===== src/rtl/computational_system.sv =====
`default_nettype none
// ============================================================================
// Module   : computational_system
// Brief    : Streaming 9-sample sliding-window filter.
//            Y = floor((sum + 9*Xappr)/8), where Xappr is the largest window
//            sample not exceeding the integer window average.
// Revision : 1.0 - initial release
// ============================================================================
module computational_system #(
    parameter int WIN = 9,
    parameter int XW  = 8,
    parameter int YW  = 10
) (
    input  logic          clk,
    input  logic          reset,
    input  logic [XW-1:0] X,
    output logic [YW-1:0] Y
);

    localparam int SW = 12;  // sum width: 9*255 = 2295
    localparam int TW = 13;  // sum + 9*Xappr: up to 4590

    logic [XW-1:0] win_q [WIN];
    logic [XW-1:0] win_d [WIN];
    logic [SW-1:0] sum_d;
    logic [XW-1:0] xappr_d;
    logic [TW-1:0] total_d;
    logic [YW-1:0] y_q;
    logic [YW-1:0] y_d;

    // Next window: X enters at slot 0, the oldest sample falls off the end.
    always_comb begin
        win_d[0] = X;
        for (int i = 1; i < WIN; i++) begin
            win_d[i] = win_q[i-1];
        end
    end

    // Sum of the post-shift window, which is also what the output reflects.
    always_comb begin
        sum_d = '0;
        for (int i = 0; i < WIN; i++) begin
            sum_d = sum_d + SW'(win_d[i]);
        end
    end

    // Largest sample with 9*w <= sum, equivalent to w <= floor(sum/9)
    // without needing a divider. The window minimum always qualifies.
    always_comb begin
        xappr_d = '0;
        for (int i = 0; i < WIN; i++) begin
            if ((SW'(win_d[i]) * SW'(WIN)) <= sum_d && win_d[i] > xappr_d) begin
                xappr_d = win_d[i];
            end
        end
    end

    // Output arithmetic: divide by 8 is a plain truncating right shift.
    always_comb begin
        total_d = TW'(sum_d) + (TW'(xappr_d) * TW'(WIN));
        y_d     = total_d[TW-1:3];
    end

    // Window and result registers, cleared asynchronously by reset.
    always_ff @(posedge clk or posedge reset) begin
        if (reset) begin
            for (int i = 0; i < WIN; i++) begin
                win_q[i] <= '0;
            end
            y_q <= '0;
        end else begin
            for (int i = 0; i < WIN; i++) begin
                win_q[i] <= win_d[i];
            end
            y_q <= y_d;
        end
    end

    assign Y = y_q;

endmodule
`default_nettype wire


===== config.mk =====
export PLATFORM = sky130hd
export DESIGN_NAME = computational_system
export DESIGN_NICKNAME = d
export VERILOG_FILES = /design/src/rtl/computational_system.sv
export SDC_FILE = /design/constraint.sdc
export NUM_CORES = 1
export LEC_CHECK = 0
export BUFFER_PORTS_ARGS = -buffer_cell sky130_fd_sc_hd__buf_2
export CORE_UTILIZATION = 30
export CTS_BUF_LIST = sky130_fd_sc_hd__clkbuf_8
export CTS_CLUSTER_DIAMETER = 40
export DETAILED_ROUTE_END_ITERATION = 7
export PLACE_DENSITY = 0.44
export RECOVER_POWER = 50
export SLEW_MARGIN = 15
export SYNTH_ARGS = -nofsm -noshare
export SYNTH_HDL_FRONTEND = slang
export SYNTH_SLANG_ARGS = --single-unit
export TNS_END_PERCENT = 30

===== constraint.sdc =====
create_clock -name clk -period 63.3 [get_ports clk]
set_clock_uncertainty 0.1 [all_clocks]
set_input_delay 9.495 -clock clk [delete_from_list [all_inputs] [get_ports clk]]
set_output_delay 9.495 -clock clk [all_outputs]
set_load 0.03 [all_outputs]

==> metrics.yaml <==
run_status: "complete, no violations"
route.detailed.vias_per_inst: 5.08
rsz0062_at_grt: "false"
drv.max_cap_violation_count: 0
timing.setup.tns_ns: 0
drt-wirelength-per-cell_um: 19.4
timing.final.setup_violations: 0
cp_slowest_stage_delay_ns: 0.89
route.detailed.drc: 0
synthesized_netlist_net_count: 1693
final_min_period_over_clock_period_pct: 53.7
postRouteAntennaNets: 0
worstHoldStart: "win_d[48]$_DFF_PP0_"
min_path_type: "flop to flop"
worst_pin_slew_ns: 1.25
synthCells: 1340
grt_max_degree: 50
timing.rr.start: "win_d[27]$_DFF_PP0_"
synth-async-reset-ratio_pct: 100
synth-edff-count: 0
arrival_ns: 34.20
critical_path.slowest_cell: "a211oi_2"
cts_hold_repair.buffers: 0
clk_tree_root_cell: "clkbuf_8"
final_hold_fails: 0
timing_max_transition_violations_final: 0
critical_path.max_fanout: 15
nets: 1731
drt_iter0_drc: 518
timing.hold.worst_path_depth: 0
cts.clk_slew.worst_paths_ns: 0.09
vias: 9651
critical_path_required_ns: 63.54
worst_r2r_path_depth: 112
hold_end: "win_d[40]$_DFF_PP0_"
cts.path.max_buffers: 2
post_synth.cell_area_avg_sq_um: 8.93
post_cts_resize_count: 0
layout-drive-gt1-share_pct: 5.35
gp_congestion: 0.896
die-area_sq_um: 40700
initial_util_pct: 30.7
worst_setup_path_start_kind: "input pin"
die_x_um: 202
wl_mm: 36.8
final.min_clock_period_ns: 33.96
fmax_mhz: 29.4
clock_latency_ns: 0.41
antenna_violations_before_repair: 0
tritoncts.num_buffers: 9
place.port_buffers: 19
die_height_um: 202
worst_slew_margin_relative_to_its_limit_pct: 16.1
synth.ff_latch_count: 74
first_global_vias: 9466
pin_count: 20
crit_type: "input pin to flop"
synth.lib_cells_used.distinct: 80
cts_h_tree_lvls: 3
cts_tree: "yes"
critical_path.reg2reg.endpoint: "Y[8]$_DFF_PP0_"
core_sq_um: 39000
gr-usage-all-layers_pct: 18.6
count_of_clock_tree_sinks: 74
detail_placement_hpwl_mm: 29.4
ys_warn_count: 0
seq_area_frac_synth_pct: 15.5
timing.reg2reg.setup_slack_ns: 38.16
cts_setup_buffers: 0
n_antenna_cell: 0
drt_pre_antenna_iters: 5
critPathMostFrequentCell: "ha_1"
areaGrowthSynthToFinish_pct: 8.69
aggregate_global_routing_overflow: 0
setup.worst_path.end_class: "flop"
grt_first_pass_wirelength_mm: 56.7
yosys_most_used_dff: "dfrtp_1"
syn_area_sq_um: 12000
std_cell_rows: 72
## worst max-delay path by stage
| stage | cells past startpoint | endpoint | from | slack [ns] |
|---|---|---|---|---|
| floorplan | 119 | Y[8]$_DFF_PP0_ | X[3] | 31.68 |
| global placement | 114 | Y[8]$_DFF_PP0_ | X[3] | 29.60 |
| detailed placement | 114 | Y[8]$_DFF_PP0_ | X[2] | 29.22 |
| CTS | 113 | Y[8]$_DFF_PP0_ | X[2] | 29.67 |
| global route | 114 | Y[8]$_DFF_PP0_ | X[2] | 27.19 |
| finish | 113 | Y[8]$_DFF_PP0_ | X[2] | 29.34 |
## layout make-up
class | instances | area, sq um
fill | 4068 | 26000
timing repair buffer | 32 | 181
clock buffer | 10 | 138
sequential | 74 | 1850
inverter | 210 | 790
multi-input combinational | 1051 | 9350
tap | 518 | 648
clock inverter | 5 | 47.5
## flip-flops by register name, indices dropped and copies added, names as in the netlist
signal  cells
Y          10
win_d      64
## critical path: cells and delay by family
family / cells / cell delay (ns)
buffers and inverters: 11 / 1.15
multiplexers: 3 / 0.92
AND/OR/NAND/NOR: 28 / 4.96
adder cells (fa/ha/maj): 17 / 6.02
AO/OA/AOI/OAI: 54 / 11.65
## layout by cell type (no fill, tap or decap), types with 5 or more instances in the layout
master | synthesis | routed
o21ai_1 | 6 | 7
nand2b_1 | 16 | 16
o21bai_1 | 8 | 8
and2_1 | 5 | 5
nand4_1 | 24 | 24
clkbuf_1 | 5 | 9
and4_1 | 6 | 6
o211ai_1 | 10 | 10
mux2i_1 | 19 | 19
a21o_1 | 53 | 53
nand3_1 | 21 | 21
dfrtp_1 | 74 | 74
nor2_1 | 79 | 79
fa_1 | 68 | 68
o21ai_0 | 67 | 66
nand2_1 | 62 | 62
buf_2 | 0 | 10
nor2b_1 | 23 | 23
and3_1 | 8 | 8
a211oi_1 | 9 | 8
inv_1 | 210 | 211
mux2_2 | 6 | 6
or2_2 | 5 | 5
nor3_1 | 16 | 16
buf_4 | 0 | 13
ha_1 | 275 | 275
o211a_1 | 5 | 5
clkbuf_8 | 0 | 10
xor2_1 | 11 | 10
o21a_1 | 10 | 10
xnor2_1 | 50 | 46
a21oi_1 | 101 | 101
## routing by layer
layer	track usage [%]	part of all wire, %	vias up
li1	-	-	4826
met1	26.0	49	4663
met4	4.41	1.5	0
met5	0	0	-
met3	1.99	2.6	23
met2	30.5	47	139
## cell usage after synthesis, drive strengths merged, types with 20 or more instances
library cell,n,area [sq um]
nor2,80,303
inv,210,788
a21o,53,398
nand4,24,150
dfrtp,74,1850
xnor2,50,438
nand2,62,233
mux2i,20,213
nor2b,23,144
fa,68,1360
ha,275,3440
nand3,21,105
a21oi,102,514
o21ai,75,390
## logic make-up after synthesis
| family | count (synthesis) | share of synthesized area (%) |
|---|---|---|
| mux | 27 | 2.44 |
| fa+ha+maj | 344 | 40.2 |
| flops | 74 | 15.5 |
| xor+xnor | 61 | 4.47 |
| simple gates | 285 | 12.0 |
| compound gates | 334 | 18.7 |
| buf+inv | 215 | 6.75 |
## stage by stage
stage          hold slack, ns  std cells  area (sq um)  setup slack [ns]  utilization (%)
2_1_floorplan           0.317       1340         12000             31.68                -
3_3_place_gp            0.423       1885         12800             29.60             32.9
3_5_place_dp            0.413       1885         12800             29.22             32.9
4_1_cts                 0.442       1900         13000             29.67             33.4
5_1_grt                 0.444       1900         13000             27.19             33.3
6_report                0.439       1900         13000             29.34             33.3
Power is not shown: default switching activity piles up to over one toggle a cycle in this logic, so the estimate is an artifact.
